### src/rtl/mdu_ctrl.sv
// mdu_ctrl: multiply/divide unit controller with HI/LO registers; define MDU_DIV_EN to add div/divu
module mdu_ctrl #(
  parameter int MULT_CYC = 5,
  parameter int DIV_CYC  = 10
) (
  input  logic        clk,
  input  logic        reset,
  input  logic [31:0] ins_D,
  input  logic [31:0] ins_E,
  input  logic [31:0] rs_E,
  input  logic [31:0] rt_E,
  output logic        start,
  output logic        busy,
  output logic        stall_md,
  output logic [31:0] hi,
  output logic [31:0] lo
);
  typedef enum logic {IDLE, BUSY} state_t;
  localparam logic [3:0] MC = 4'(MULT_CYC - 1);
  localparam logic [3:0] DC = 4'(DIV_CYC - 1);
  state_t      state;
  logic [3:0]  cnt;
  logic [31:0] res_hi, res_lo, nxt_hi, nxt_lo;
  logic [63:0] a64, b64, prod;
  logic        e_r, e_mult, e_multu, e_div, e_divu, e_mthi, e_mtlo, d_md;
  logic        unused_bits;
  assign unused_bits = ^{ins_E[25:6], ins_D[25:6]};
  assign e_r     = ins_E[31:26] == 6'd0;
  assign e_mult  = e_r && ins_E[5:0] == 6'h18;
  assign e_multu = e_r && ins_E[5:0] == 6'h19;
  assign e_mthi  = e_r && ins_E[5:0] == 6'h11;
  assign e_mtlo  = e_r && ins_E[5:0] == 6'h13;
  assign a64  = {{32{e_mult & rs_E[31]}}, rs_E};
  assign b64  = {{32{e_mult & rt_E[31]}}, rt_E};
  assign prod = a64 * b64;
`ifdef MDU_DIV_EN
  logic [31:0] dvs, qs, rms, qu, ru;
  assign e_div  = e_r && ins_E[5:0] == 6'h1a;
  assign e_divu = e_r && ins_E[5:0] == 6'h1b;
  assign d_md   = ins_D[31:26] == 6'd0 && (ins_D[5:2] == 4'b0110 || ins_D[5:2] == 4'b0100);
  assign dvs    = rt_E == 32'd0 ? 32'd1 : rt_E;
  assign qs     = $signed(rs_E) / $signed(dvs);
  assign rms    = $signed(rs_E) % $signed(dvs);
  assign qu     = rs_E / dvs;
  assign ru     = rs_E % dvs;
  assign nxt_hi = (e_div | e_divu) ? (rt_E == 32'd0 ? hi : e_div ? rms : ru) : prod[63:32];
  assign nxt_lo = (e_div | e_divu) ? (rt_E == 32'd0 ? lo : e_div ? qs : qu) : prod[31:0];
`else
  assign e_div  = 1'b0;
  assign e_divu = 1'b0;
  assign d_md   = ins_D[31:26] == 6'd0 && (ins_D[5:1] == 5'b01100 || ins_D[5:2] == 4'b0100);
  assign nxt_hi = prod[63:32];
  assign nxt_lo = prod[31:0];
`endif
  assign start    = state == IDLE && (e_mult | e_multu | e_div | e_divu);
  assign busy     = state == BUSY;
  assign stall_md = d_md && (start | busy);
  // FSM: capture result on start, count down, commit to HI/LO when cnt hits zero
  always_ff @(posedge clk) begin
    if (reset) begin
      state  <= IDLE;
      cnt    <= '0;
      res_hi <= '0;
      res_lo <= '0;
      hi     <= '0;
      lo     <= '0;
    end else if (state == IDLE) begin
      if (start) begin
        state  <= BUSY;
        cnt    <= (e_mult | e_multu) ? MC : DC;
        res_hi <= nxt_hi;
        res_lo <= nxt_lo;
      end else begin
        if (e_mthi) hi <= rs_E;
        if (e_mtlo) lo <= rs_E;
      end
    end else if (cnt == 4'd0) begin
      state <= IDLE;
      hi    <= res_hi;
      lo    <= res_lo;
    end else cnt <= cnt - 4'd1;
  end
endmodule

### config.mk
export PLATFORM = sky130hd
export DESIGN_NAME = mdu_ctrl
export DESIGN_NICKNAME = d
export VERILOG_FILES = /design/src/rtl/mdu_ctrl.sv
export SDC_FILE = /design/constraint.sdc
export NUM_CORES = 2
export LEC_CHECK = 0
export ABC_AREA = 1
export ABC_CLOCK_PERIOD_IN_PS = 10500
export CORE_MARGIN = 2
export CORE_UTILIZATION = 43
export DETAILED_ROUTE_END_ITERATION = 7
export PLACE_DENSITY = 0.6
export SYNTH_ARGS = -nofsm -noshare
export SYNTH_HDL_FRONTEND = slang
export SYNTH_SLANG_ARGS = --single-unit
### constraint.sdc
create_clock -name clk -period 10.5 [get_ports clk]
set_input_delay 1.05 -clock clk [delete_from_list [all_inputs] [get_ports clk]]
set_output_delay 1.05 -clock clk [all_outputs]
set_load 0.05 [all_outputs]
Word-level counts from Yosys, hierarchy flattened. Index checks and enable logic that the tools add are counted.

Memories kept: 0. Bits in read-only memories: 0. Bits in latches: 0. Bits in registers: 133. Output and inout port bits: 67. Memory bits (writable): 0. Logic and storage cells: 55. Input bits: 130.

Shift-type cells: 0. Reduce and logical (&&, ||, !) cells: 18. Eq/ne operators: 9. Order comparisons: 0. Multipliers: 1. Bitwise gates (word level): 5. Multiplexer cells: 15. Divide/modulo/power cells: 0. Add/subtract/negate cells: 1.

Operator list (number): $mux W32 (8); $mul A33 B33 Y64 (1); $eq A6 B5 Y1 const B (4); $mux W4 (4); $logic_not A6 Y1 (2); $logic_and A1 B1 Y1 (7); $reduce_and A3 Y1 (2); $reduce_bool A2 Y1 (3); $eq A5 B4 Y1 const B (1); $eq A4 B3 Y1 const B (1); $logic_not A4 Y1 (1); $ne A2 B1 Y1 const B (2); $reduce_and A2 Y1 (2); $sub A4 B1 Y4 const B (1); $mux W1 (3); $and A1 B1 Y1 (2); $ne A2 B2 Y1 const B (1); $or A1 B1 Y1 (2); $logic_or A1 B1 Y1 (1); $not A1 Y1 (1).

Depth between registers and ports, before layout.
Depth in word-level cells: 6. Gate-level depth with buffers: 39. Mapped depth without buffers: 37.

Worst setup path before layout. Ideal clock, no wire load.

Kind: input to register. Start point: input ins_E[31]. End point: register res_hi[31]. Path buffers: 2. Library setup time: 0.109 ns. Stages: 33. Required time: 10.391 ns. Setup slack: 1.793 ns. Data arrival time: 8.598 ns. Cells stage by stage: nor2_1 nand3_1 nor2_2 nand3_2 nor2_4 inv_2 buf_2 buf_1 nor2_1 fa_1 fa_1 fa_1 inv_1 fa_1 inv_1 fa_1 fa_1 inv_1 fa_1 fa_1 inv_1 ha_1 nand2_1 nor2_1 inv_1 nor3_1 inv_1 nor3_1 a21oi_1 nand3_1 nand3_1 nand2_1 inv_1.

Word-level cells in the longest chain between the ends: 5. Elaborated cells on any way between the ends: 9. Those cells by class: mul (1); bitwise (3); reduce/logical (5).

RTL lines: from (decl) (line 9) `input logic [31:0] ins_E,`; $logic_not A6 Y1 * (line 28) `assign e_r = ins_E[31:26] == 6'd0;`; branches (longest 4 deep; another with $mul A33 B33 Y64); to (signal assigned) (line 71) `res_hi <= nxt_hi;`; to (decl) (line 23) `logic [31:0] res_hi, res_lo, nxt_hi, nxt_lo;`.

Mark *: on every way between the ends. A chain may end at the register's enable or synchronous reset.

Worst setup path after layout. Same ends and word-level chain as after synthesis.

==> results_dict.tcl <==
set metrics [dict create \
    rows 118 \
    drt-initial-drc-count 2548 \
    finalSetupViolCount 0 \
    async_reset_ff_frac 0 \
    synth_top_area_share 0.504 \
    timing.fmax_mhz 108 \
    die_x_um 326 \
    synth-simple-area-share 0.156 \
    synth_area_leader_cell "fa_1" \
    htreeDepth 4 \
    pre_cts_slack_ns 0.758 \
    grt_pass1_wl_um 216000 \
    nets 7112 \
    clk_path_buf_depth 2 \
    crit_arrival_ns 9.61 \
    postCtsHoldBufs 0 \
    core_area_um2 103000 \
    synthAdderAreaFrac 0.563 \
    period_minus_slack_ns 9.27 \
    drtPass1Iterations 7 \
    hold_path_class "flop to flop" \
    hpwl_um 116000 \
    syn_to_final_growth_pct 8.08 \
    insertion_delay_ns 0.44 \
    ant_nets 0 \
    drc 0 \
    cp_common_cell "fa_1" \
    crit_type "input port to flop" \
    globalRouteOverflowTotal 0 \
    synth_most_common_cell "inv_1" \
    numClockSinks 133 \
    end_kind "flop" \
    post-route-period-util 0.883 \
    drv_cap 0 \
    startpoint_type "input port" \
    antenna_found_initial 3 \
    crit_slowest_cell "fa_1" \
    drive_above_1_share 0.0377 \
    vias_per_cell 4.99 \
    ios 197 \
    slowest_delay_ns 0.65 \
    finalMaxSlewViolations 0 \
    synth_edf_count 0 \
    post-place-cells 7005 \
    num_vias 35100 \
    drt_wl_total_um 135000 \
    synth_top_family_by_area "adder cells" \
    hold_viol_final 0 \
    synth_seq_cells 133 \
    synthesis.area_um2 44700 \
    worst_pin_slew_ns 1.23 \
    tns_ns 0 \
    synthFlopType "dfxtp_1" \
    grtUsageTotal 0.263 \
    wl_per_cell_um 19.2 \
    path_clk_slew_ns 0.06 \
    tritoncts "built" \
    cts_setup_buffers 0 \
    numCtsBuffers 17 \
    avgSynthCellArea_um2 7.94 \
    synthMuxAreaShare 0 \
    grt_max_degree 76 \
    synth_xor_area_frac 0.00744 \
    worstPathRequired_ns 10.84 \
    rsz0062_at_grt "false" \
    post_cts_resized 0 \
    cp_max_fo 21 \
    synthDistinctLibCells 50 \
    synth_compound_area_frac 0.0528 \
    synth_area_leaders "fa_1 (50%), inv_1 (14%), nand2_1 (11%)" \
    start_util 0.433 \
    die_h_um 326 \
    dieArea_um2 107000 \
    fin_cells 7039 \
    setup_slack_ns 1.23 \
    io_buffers 155 \
    yosysWarnings 0 \
    syn-instance-count 5632 \
    skew_ns 0.0111 \
    grt_pass1_vias 37800 \
    ys_seq_area_frac 0.0595 \
    outcome "completed" \
    slew_headroom 0.179 \
    synthTopCellsByCount "inv_1 (1621), nand2_1 (1311), fa_1 (1125)" \
    place.gp.congestion 0.958 \
    synth_nets 7100 \
    ctsRootBufferMaster "clkbuf_16" \
]
sequential cells by signal, summed over array words and instances, names as in the netlist:
| signal | cells |
|---|---|
| hi | 32 |
| lo | 32 |
| res_hi | 32 |
| res_lo | 32 |
| cnt | 4 |
| busy | 1 |
critical path: cells and delay by family:
kind / cells / cell delay [ns]
AO/OA/AOI/OAI: 1 / 0.12
buffers and inverters: 9 / 1.31
adder cells (fa/ha/maj): 9 / 4.74
AND/OR/NAND/NOR: 14 / 2.36
final timing paths:
| path | startpoint | endpoint | slack (ns) | cells after the start |
|---|---|---|---|---|
| setup / recovery | ins_E[31] | res_hi[31]$_SDFFE_PP0P_ | 1.23 | 33 |
| hold / removal | res_lo[0]$_SDFFE_PP0P_ | res_lo[0]$_SDFFE_PP0P_ | 0.48 | 2 |
| setup reg to reg | busy$_SDFF_PP0_ | hi[10]$_SDFFE_PP0P_ | 7.52 | 9 |
| hold reg to reg | res_lo[0]$_SDFFE_PP0P_ | res_lo[0]$_SDFFE_PP0P_ | 0.48 | 2 |
layout by cell type (no fill, tap or decap), types with 27 or more instances in the layout:
cell type,netlist,layout
buf_4,2,117
a21oi_1,216,216
fa_1,1125,1125
nor2_1,310,310
nand2_1,1311,1311
clkdlybuf4s50_1,0,139
nand3_1,79,79
ha_1,213,213
xor2_1,27,27
dfxtp_1,133,132
inv_1,1621,1620
o21ai_0,151,151
cell families (layout without fill, tap and decap cells):
family / count (synthesis) / in the layout
other cells: 0 / 2
xor+xnor: 38 / 38
simple gates: 1771 / 1771
compound gates: 442 / 442
buf+inv: 1910 / 1935
flops: 133 / 133
fa+ha+maj: 1338 / 1338
stage by stage:
| stage | util | instance area (um2) | hold slack [ns] |
|---|---|---|---|
| floorplan | - | 44700 | 0.446 |
| global placement | 0.462 | 47700 | 0.460 |
| detailed placement | 0.462 | 47700 | 0.462 |
| CTS | 0.468 | 48300 | 0.475 |
| global route | 0.468 | 48300 | 0.496 |
| finish | 0.468 | 48300 | 0.477 |
final cells by class:
type / instances / area (um2)
antenna: 2 / 5.00
clock buffer: 20 / 457
clock inverter: 12 / 126
fill: 10400 / 55000
inverter: 1629 / 6110
multi-input combinational: 3589 / 34800
sequential: 133 / 2660
tap: 1380 / 1730
timing repair buffer: 274 / 2390
routing by layer:
layer | global-route usage | share of wire | vias to the layer above | wire (um)
met4 | 0.0536 | 0.020 | 2 | 2770
met2 | 0.457 | 0.49 | 1017 | 66700
met3 | 0.0235 | 0.054 | 126 | 7350
met5 | 0 | 0.000096 | - | 13
met1 | 0.361 | 0.43 | 18100 | 58100
li1 | - | - | 15900 | -
Power is not shown: default switching activity piles up to over one toggle a cycle in this logic, so the estimate is an artifact.
